==> src/rtl/multi_n_arb.sv <==
// multi_n_arb: N-channel registered mux with valid/ready on every port.
// Channel chosen by external select (MODE=0) or round-robin (MODE=1).
module multi_n_arb #(
    parameter int N    = 4,
    parameter int W    = 32,
    parameter int MODE = 0,
    parameter int SW   = (N > 2) ? $clog2(N) : 1
) (
    input  logic            clk,
    input  logic            reset_n,
    input  logic [N*W-1:0]  in_data,
    input  logic [N-1:0]    in_valid,
    output logic [N-1:0]    in_ready,
    input  logic [SW-1:0]   S,
    output logic [W-1:0]    out_data,
    output logic            out_valid,
    input  logic            out_ready,
    output logic [SW-1:0]   grant
);

    logic          free;
    logic          cand_ok;
    logic [SW-1:0] cand;
    logic          rr_ok;
    logic [SW-1:0] rr_idx;
    logic          sel_valid;
    logic [W-1:0]  sel_data;
    logic          accept;

    logic [W-1:0]  data_q, data_d;
    logic [SW-1:0] grant_q, grant_d;
    logic          valid_q, valid_d;
    logic [SW-1:0] ptr_q, ptr_d;

    // Output slot can take a word; held low while reset is asserted
    assign free = reset_n && (!valid_q || out_ready);

    // Round-robin search starting one past the last granted channel
    always_comb begin
        int j;
        j      = 0;
        rr_ok  = 1'b0;
        rr_idx = '0;
        for (int k = 1; k <= N; k++) begin
            j = int'(ptr_q) + k;
            if (j >= N) begin
                j = j - N;
            end
            if (!rr_ok && in_valid[j]) begin
                rr_ok  = 1'b1;
                rr_idx = SW'(j);
            end
        end
    end

    // Candidate channel: external select or arbiter winner
    always_comb begin
        cand    = '0;
        cand_ok = 1'b0;
        if (MODE == 1) begin
            cand    = rr_idx;
            cand_ok = rr_ok;
        end else begin
            cand    = S;
            cand_ok = (int'(S) < N);
        end
    end

    // Pick the candidate's word and valid bit
    always_comb begin
        sel_valid = 1'b0;
        sel_data  = '0;
        for (int i = 0; i < N; i++) begin
            if (int'(cand) == i) begin
                sel_valid = in_valid[i];
                sel_data  = in_data[i*W +: W];
            end
        end
    end

    // One-hot ready toward the candidate whenever the slot is free
    always_comb begin
        in_ready = '0;
        for (int i = 0; i < N; i++) begin
            in_ready[i] = free && cand_ok && (int'(cand) == i);
        end
    end

    assign accept = free && cand_ok && sel_valid;

    // Load on accept, otherwise drain or hold
    always_comb begin
        data_d  = data_q;
        grant_d = grant_q;
        valid_d = valid_q;
        ptr_d   = ptr_q;
        if (accept) begin
            data_d  = sel_data;
            grant_d = cand;
            valid_d = 1'b1;
            if (MODE == 1) begin
                ptr_d = cand;
            end
        end else if (valid_q && out_ready) begin
            valid_d = 1'b0;
        end
    end

    // Output register and arbiter pointer; pointer resets so channel 0 wins first
    always_ff @(posedge clk or negedge reset_n) begin
        if (!reset_n) begin
            data_q  <= '0;
            grant_q <= '0;
            valid_q <= 1'b0;
            ptr_q   <= SW'(N - 1);
        end else begin
            data_q  <= data_d;
            grant_q <= grant_d;
            valid_q <= valid_d;
            ptr_q   <= ptr_d;
        end
    end

    assign out_data  = data_q;
    assign out_valid = valid_q;
    assign grant     = grant_q;

endmodule
==> config.mk <==
export PLATFORM = sky130hd
export DESIGN_NAME = multi_n_arb
export DESIGN_NICKNAME = d
export VERILOG_FILES = /design/src/rtl/multi_n_arb.sv
export SDC_FILE = /design/constraint.sdc
export NUM_CORES = 1
export LEC_CHECK = 0
export CORE_AREA = 3 3 70 99
export CTS_BUF_LIST = sky130_fd_sc_hd__clkbuf_2 sky130_fd_sc_hd__clkbuf_4 sky130_fd_sc_hd__clkbuf_8
export CTS_CLUSTER_SIZE = 16
export DETAILED_ROUTE_END_ITERATION = 7
export DIE_AREA = 0 0 73 102
export PLACE_DENSITY = 0.94
export SLEW_MARGIN = 20
export SYNTH_ARGS = -nofsm -noshare
export SYNTH_HDL_FRONTEND = slang
export SYNTH_SLANG_ARGS = --single-unit
==> constraint.sdc <==
create_clock -name clk -period 3.4 [get_ports clk]
set_input_delay 0.34 -clock clk [delete_from_list [all_inputs] [get_ports clk]]
set_output_delay 0.34 -clock clk [all_outputs]
set_load 0.02 [all_outputs]
## After elaboration in Yosys (flattened, before gate mapping)

Cells that the tools add are included.

| cells by class | value |
|---|---|
| equal/unequal tests | 3 |
| multiplexer cells | 10 |
| reduce and logical (&&, ||, !) cells | 11 |

Operators with widths:

| operator | number |
|---|---|
| two-way mux 32 bit | 4 |
| logical AND 1 bit | 7 |
| two-way mux 1 bit | 6 |
| equality test 2 bit (second input constant) | 2 |
| equality test 2 x 1 -> 1 bit (second input constant) | 1 |
| zero test 2 bit | 1 |
| nonzero test 2 bit | 1 |
| zero test 1 bit | 1 |
| logical OR 1 bit | 1 |

| storage, ports and cells | value |
|---|---|
| register bits after elaboration | 35 |
| input port bits | 137 |
| output and inout bits | 39 |
| logic and storage cells | 27 |

## Logic depth before layout (Yosys ltp)

| logic depth | value |
|---|---|
| depth in word-level cells | 7 |
| gate-level depth with buffers | 5 |
| gate-level depth less buffers | 3 |

## Least setup slack after synthesis

Ideal clock, no wire load.

| timing | value |
|---|---|
| kind | input to output |
| start point | in S[1] |
| end point | out in_ready[2] |
| data arrival time | 1429 ps |
| required time | 3060 ps |
| path slack | 1631 ps |
| stages on the path | 4 |
| cell sequence | buf_2 buf_1 inv_1 nor3_1 |

| between the ends | value |
|---|---|
| word-level cells in the longest chain between the ends | 2 |

Ends and longest elaborated chain:

| element | RTL line | text |
|---|---|---|
| from (decl) | 14 | `input logic [SW-1:0] S,` |
| equality test 2 bit | 85 | `in_ready[i] = free && cand_ok && (int'(cand) == i);` |
| logical AND 1 bit | 85 |  |
| to (decl) | 13 | `output logic [N-1:0] in_ready,` |

Every way passes these cells.

## Worst setup path after layout

| timing | value |
|---|---|
| start point | in reset_n |
| end point | out in_ready[0] |

| between the ends | value |
|---|---|
| word-level cells in the longest chain between the ends | 2 |

Ends and longest elaborated chain:

| element | RTL line | text |
|---|---|---|
| from (decl) | 10 | `input logic reset_n,` |
| logical AND 1 bit | 36 | `assign free = reset_n && (!valid_q \|\| out_ready);` |
| logical AND 1 bit | 85 |  |

Every way passes these cells.

==> qor.csv <==
metric;value;unit
status;finished, final reports clean;
RSZ-0062 raised after global routing;no;
port buffer count;175;
total power;1790;uW
Starting Density;37.5;%
H-Tree Depth;2;
Syn Inst Count;127;
clock-pin slew on the worst setup and hold paths;0.07;ns
# DRC;0;
Clock Latency Late Sink;0.28;ns
final number of hold-violating endpoints;0;
Mapped Avg Cell Area;18.2;sq um
Placed Area;4060;sq um
global-route wire length before repair;11000;um
DRT antenna net count;0;
initial antenna violation count;0;
WP data arrival;2.19;ns
DR iter-0 viols;95;
Area Overhead vs Synth;79.8;%
Netlist Area Pre-Place;2310;sq um
post-route cell area;4160;sq um
placed cell count;366;
post-CTS setup buffers;0;
die height;102;um
ratio of cells with drive above 1 in the final layout;27.1;%
pin count of the biggest net entering global routing;37;
Lkg Pwr;0.00170;uW
busiest grt layer;met2;
DIE AREA;7450;sq um
Clock Tree Buf Depth;2;
# diodes;0;
die width;73;um
Slew HR;55.0;%
root buf cell;clkbuf_8;
WL per Instance;19.8;um
Setup Crit Path Kind;primary input to primary output;
Final HPWL DP;6040;um
non-filler cells, final;375;
Sink Count;35;
Total Routing Usage GR;19.6;%
sequential cell area fraction in the yosys report;37.9;%
DR vias/cell;5.19;
met1 usage;20.8;%
Worst Tran Pin Value;0.674;ns
net count after synthesis;264;
number of I/O pins;176;
DRT Pass-1 Iters;4;
Tcrit/Tclk final;74.4;%
WP data required;3.06;ns
core outline area;6170;sq um
fmax;395;MHz
post-synth cell types;19;
fin worst setup slack;0.870;ns
clock skew;0.00488;ns
YS warnings;0;
setup slack at placement;1.01;ns
worst reg2reg startpoint;out_valid;
met3 Use GR;5.31;%
fillers;467;
CP startpoint kind;primary input;
Fin Setup TNS;0;ns
Critical Path Start;reset_n;
CP Capture Type;primary output;
Top delay family on crit path;buffers and inverters;
HP Class;primary input to asynchronous set/reset pin;
max cap viols;0;
slowest stage delay, CP;0.68;ns
CTS tree;done;
CP max-delay cell;clkdlybuf4s50_1;
via count;1945;
Tmin final;2.53;ns
GR Overflow Total;0;
Critical Path, Cell by Cell;dlygate4sd3_1 -> buf_2 -> nand2_1 -> nor3_1 -> clkdlybuf4s50_1;
most common cell after layout, fill and taps aside;clkdlybuf4s50_1;
Crit path buffers/inverters;3;
Max VDD drop;0.181;mV
met2 Use GR;36.7;%
Final Max Slew Viols;0;
vias in the first global route;2139;
RePlAce Congestion;0.745;
leading cell types in the layout, fill and taps excluded;clkdlybuf4s50_1, dfrtp_1, mux4_2;
cts bufs inserted;5;
pwr dens;430;nW/um^2
final net count;439;
Setup Viol. Count Final;0;
WL final;7420;um
Seq cells post-synth;35;
worst-path fanout max;12;
num rows;34;
## power breakdown
group | switching (uW) | internal (uW)
combinational | 333 | 551
clock | 142 | 160
sequential | 68.2 | 534
total | 544 | 1240
## per-stage QoR
step                      utilization [%]  hold slack [ns]
after floorplan                         -           0.0444
after global placement               65.8            0.229
after detailed placement             65.8            0.244
after CTS                            67.4            0.508
after global routing                 67.4            0.515
final                                67.4            0.507
## cell type report
class | count | area [sq um] | share of cell area (%)
clock inverters | 1 | 5.00 | 0.120
multi-input cells | 80 | 1330 | 32.0
clock buffers | 7 | 83.8 | 2.02
well taps | 72 | 90.1 | 2.17
flip-flops and latches | 35 | 876 | 21.1
repair buffers | 179 | 1770 | 42.6
inverters | 1 | 3.75 | 0.0903
## registers in the layout (all words and copies together), names as in the netlist
register   cells
out_valid      1
out_data      32
grant          2
## cells in the mapped netlist
| master | number | share of area [%] |
|---|---|---|
| a22o_1 | 1 | 0.38 |
| nand2_1 | 2 | 0.32 |
| buf_12 | 3 | 2.6 |
| mux4_2 | 31 | 30 |
| mux2_4 | 29 | 19 |
| inv_1 | 1 | 0.16 |
| nand2b_1 | 1 | 0.27 |
| buf_6 | 1 | 0.49 |
| mux2_2 | 6 | 2.9 |
| dfrtp_1 | 35 | 38 |
| mux4_1 | 2 | 2.3 |
| nand3_1 | 2 | 0.43 |
| buf_2 | 4 | 0.87 |
| clkbuf_1 | 2 | 0.32 |
| buf_1 | 1 | 0.16 |
| nand3_4 | 1 | 0.76 |
| a31o_2 | 1 | 0.38 |
| nor3_1 | 2 | 0.43 |
| nor2_1 | 2 | 0.32 |
## final timing paths
path | endpoint | slack (ns) | depth (start not counted)
worst max register to register | out_data[22] | 1.59 | 3
max in group asynchronous | out_data[31] | 2.22 | 3
worst min register to register | out_data[11] | 0.51 | 1
min in group clk | out_data[11] | 0.51 | 1
worst max-delay path | in_ready[0] | 0.87 | 5
worst min-delay path | grant[0] | 0.51 | 2
## per-layer routing
layer	part of all wire [%]	vias up
met3	8.8	10
met1	34	957
met4	1.9	0
li1	-	869
met2	55	109
met5	0	-
## worst reg2reg max path: cells and delay by family (launching register included)
| kind | cells | cell delay, ns |
|---|---|---|
| and+or+nand+nor | 2 | 0.78 |
| muxes | 1 | 0.53 |
| DFF | 1 | 0.38 |
## what timing repair did
item,in CTS,in global routing
hold buffers,1,0
endpoints found under the hold margin,6,0
resized for setup,0,0
## cell families (layout without fill, tap and decap cells)
kind of cell           after synthesis  after routing  share of synthesized area (%)
buffers and inverters               12            188                           4.60
DFF                                 35             35                           37.9
and+or+nand+nor                     10             10                           2.54
AOI/OAI and AO/OA                    2              2                          0.758
muxes                               68             68                           54.2
Note: power is estimated with default switching activity, not from simulation.
==> variant 1: new RTL, same flow settings <==
Set the parameter `W` to 16 (it was 32).
--- a/src/rtl/multi_n_arb.sv
+++ b/src/rtl/multi_n_arb.sv
@@ -3,5 +3,5 @@
 module multi_n_arb #(
     parameter int N    = 4,
-    parameter int W    = 32,
+    parameter int W    = 16,
     parameter int MODE = 0,
     parameter int SW   = (N > 2) ? $clog2(N) : 1
Ports: changed (resized in_data and out_data); port bits go from 176 to 96. No check against the original RTL was run, so the function may have changed too.
==> variant 1 against the unedited design <==
Synthesized cell count is 43% lower. Cell area is 45% lower. Power is 49% lower. Via count is 43% lower. Routed wire length is 48% lower. Area after synthesis is 49% lower. Sequential cell count is 16 lower. Worst setup slack better by 0.080 ns.
==> variant 1: results (changes against the unedited design) <==
Parameter                              Value

STA
  Final Skew    0.00304 ns (-0.00184 ns)
  Final worst-path cycle share    72.0% (-2.4 points)
  Max_slew headroom    71.8% (+17 points)
  Worst-case hold slack    0.493 ns (-0.0141 ns)

Synth
  Share of the yosys chip area belonging to registers    40.3% (+2.4 points)
  Cells after Synth    73 (-43%)
  Multiplexer fraction of the synthesized cell area    50.5% (-3.7 points)
  Mean instance size in the synthesized netlist    16.2 sq um (-11%)
  Number of distinct standard cells referenced by the synthesized netlist    16 (-3)
  Post-synthesis compound-gate area fraction    1.48% (+0.73 points)
  Post-Syn Nets    146 (-45%)
  Xor and xnor area share after synthesis    0% (unchanged)
  Largest cells by area after synthesis    sky130_fd_sc_hd__dfrtp_1, sky130_fd_sc_hd__mux4_2, sky130_fd_sc_hd__mux2_2, sky130_fd_sc_hd__mux2_1, sky130_fd_sc_hd__nand3_4
  Ranking of synthesized cells by instance count    sky130_fd_sc_hd__dfrtp_1, sky130_fd_sc_hd__mux4_2, sky130_fd_sc_hd__mux2_2, sky130_fd_sc_hd__mux2_1

Power
  Clock distribution power    0.000162 W (-46%)
  Power Internal    0.000626 W (-50%)
  Leakage    0.860 nW (-49%)
  IR drop worst, VDD    127 uV (-30%)
  Seq group    0.000317 W (-47%)
  Switching Power    0.000284 W (-48%)

Run status
  Run status    complete, no violations

Placed design
  Count of input and output buffers    95 (-46%)
  Placement Cell Area    2220 sq um (-45%)
  Setup Slack @ Placement    0.918 ns (-0.0969 ns)
  DPL Wire Length    3140 um (-48%)

Drt
  Number of violations reported at the end of detailed-routing iteration 0    15 (-84%)
  1st-pass router iterations    3 (-1)
  Routed via count    1111 (-43%)
  Mean routed wirelength per cell    15.8 um (-20%)

Layout
  Number of nets in the final layout    245 (-44%)
  Area occupied by registers    475 sq um (-46%)
  Clock-cell share    2.04% (-0.097 points)
  Final-layout non-clock buffer area share    43.2% (+0.67 points)
  P&R area growth vs syn    92.2%
  Non-filler instance count after layout    243 (-35%)
  Flip-flop count of the largest register, all copies and words added    16 (-50%)
  Share of post-route cells with drive strength above 1    21.6% (-5.4 points)
  Bufs w/o clock    99 (-45%)
  Clk_buf instances    3 (-4)
  Multi-Input Combinational    48 (-40%)

Worst setup path
  Beginning of the critical path    S[0]
  Capturing element of the worst setup path    in_ready[3]
  Capture instance of the worst register-to-register path    out_data[6]
  Worst-path maximum fanout    7 (-5)
  Setup slack on the worst flop-to-flop path    1.92 ns (+0.33 ns)
  Arrival time reported for the critical path endpoint    2.11 ns (-0.08 ns)
  Peak per-stage delay on the critical path    0.73 ns (+0.05 ns)

GRT
  Total GRT Usage    10.7% (-8.9 points)
  Wire length of the first global-routing pass    6130 um (-44%)
  Maximum number of pins on one net before global-route repair    23 (-38%)

CTS
  H-tree level count    1 (-1)
  Post-CTS setup buffer count    0 (unchanged)
  Clock sink count    19 (-46%)
  Insertion delay of the later-clocked pin in the worst-skew pair    0.26 ns (-0.02 ns)

Hold path
  Hold path cells    1
  Path type of the worst min-delay path    flip-flop to flip-flop
## variant 1: changes by cell type in the layout (fill, tap and decap cells not counted), moves of 2 or more
| cell | change |
|---|---|
| sky130_fd_sc_hd__buf_2 | -3 |
| sky130_fd_sc_hd__clkbuf_4 | -2 |
| sky130_fd_sc_hd__clkbuf_8 | -2 |
| sky130_fd_sc_hd__clkdlybuf4s50_1 | -77 |
| sky130_fd_sc_hd__dfrtp_1 | -16 |
| sky130_fd_sc_hd__mux2_1 | +9 |
| sky130_fd_sc_hd__mux2_2 | +4 |
| sky130_fd_sc_hd__mux2_4 | -29 |
| sky130_fd_sc_hd__mux4_1 | -2 |
| sky130_fd_sc_hd__mux4_2 | -14 |
## variant 1: critical path, delay by kind of cell
family | cells | cell delay (ns)
buf+inv | 3 | 1.57
simple gates | 2 | 0.19
## variant 1: metal layers
layer	track usage, %	vias to the layer above	routed length [um]
met3	2.56	2	401
met4	3.41	0	29
met1	10.9	543	1300
li1	-	490	-
met2	20.7	76	2100
met5	0	-	0
==> variant 2: new RTL, same flow settings <==
Made on the original files. `data_q` no longer has a reset.
--- a/src/rtl/multi_n_arb.sv
+++ b/src/rtl/multi_n_arb.sv
@@ -110,14 +110,16 @@
     always_ff @(posedge clk or negedge reset_n) begin
         if (!reset_n) begin
-            data_q  <= '0;
             grant_q <= '0;
             valid_q <= 1'b0;
             ptr_q   <= SW'(N - 1);
         end else begin
-            data_q  <= data_d;
             grant_q <= grant_d;
             valid_q <= valid_d;
             ptr_q   <= ptr_d;
         end
+    end
+
+    always_ff @(posedge clk) begin
+        data_q <= data_d;
     end
 
Function: differs if reset_n is asserted again (counterexample within 4 cycles, from zero or initial values and one cycle with reset_n low); with reset_n held inactive, the same outputs for 10 cycles.
==> variant 2 against the unedited design <==
Core utilization down 5.2 points. Worst setup slack better by 0.17 ns. Via count down 11%. Routed wire length down 1.2%. Largest cell class unchanged. Cell count down 8.8%. Non-clock buffer count down 1. Highest routed layer is now met5. Clock skew down 0.0010 ns. Global-route usage up 0.27 points. Cell area down 7.7%. Area after synthesis down 15%. Sequential cell count unchanged.
Power is not compared: it rests on default switching activity, and its combinational part moved more than twofold at a synthesized area within 25%.
==> variant 2: results (changes against the unedited design) <==
Parameter                              Value

Placed design
  Final estimated routing congestion in global placement    0.804 (+7.9%)
  DPL Wire Length    6270 um (+3.8%)
  Placement Cell Area    3760 sq um (-7.4%)

GRT
  Total GRT Usage    19.9% (+0.27 points)
  Wire length of the first global-routing pass    10600 um (-3.4%)
  Vias in the first global route    1970 (-7.9%)
  Maximum number of pins on one net before global-route repair    36 (-2.7%)

Layout
  Share of post-route cells with drive strength above 1    17.0% (-10 points)
  Bufs w/o clock    178 (-0.56%)
  Clock-cell share    2.02% (-0.11 points)
  Nonclk inv count    2 (+1)
  Clk_buf instances    5 (-2)
  Area occupied by registers    1040 sq um (+18%)
  Multi-Input Combinational    48 (-40%)
  Final-layout non-clock buffer area share    46.0% (+3.4 points)
  Combined area of the multi-input logic cells    861 sq um (-35%)

STA
  Final Skew    0.00384 ns (-0.00104 ns)

Synth
  Multiplexer fraction of the synthesized cell area    40.5% (-14 points)
  Number of distinct standard cells referenced by the synthesized netlist    18 (-1)
  Cells after Synth    93 (-27%)
  Share of async-settable or async-resettable flops after synthesis    8.57% (-91 points)
  Largest cells by area after synthesis    sky130_fd_sc_hd__edfxtp_1, sky130_fd_sc_hd__mux4_2, sky130_fd_sc_hd__mux4_1, sky130_fd_sc_hd__dfrtp_1, sky130_fd_sc_hd__buf_2

Worst setup path
  Beginning of the critical path    out_ready
  Worst-path maximum fanout    6 (-6)

Drt
  Routed via count    1734 (-11%)
  Via density per instance    5.07 (-2.2%)

CTS
  Hold buffers post-CTS    0 (-1)

Run status
  Run status    complete, no violations
[variant 2: cell types whose count changed after synthesis, moves of 2 or more]
| cell | delta |
|---|---|
| sky130_fd_sc_hd__edfxtp_1 | +32 |
| sky130_fd_sc_hd__buf_12 | -3 |
| sky130_fd_sc_hd__mux2_2 | -4 |
| sky130_fd_sc_hd__clkbuf_1 | -2 |
| sky130_fd_sc_hd__mux2_4 | -28 |
| sky130_fd_sc_hd__dfrtp_1 | -32 |
| sky130_fd_sc_hd__buf_4 | +2 |
[variant 2: per-layer routing]
layer  GRT usage (%)  part of all wire [%]  wire length (um)
met4            6.96                   2.2               158
met3            6.10                   7.9               581
met5               0                  0.18                13
met2            38.9                    59              4320
met1            18.9                    31              2260
[variant 2: final timing paths]
path,slack [ns],to,depth (start not counted)
min,0.31,grant[1],1
max,1.04,in_ready[2],5
min in group clk,0.54,grant[1],1
max in group asynchronous,2.86,grant[0],1
min reg2reg,0.54,grant[1],1
max reg2reg,1.86,out_data[5],4
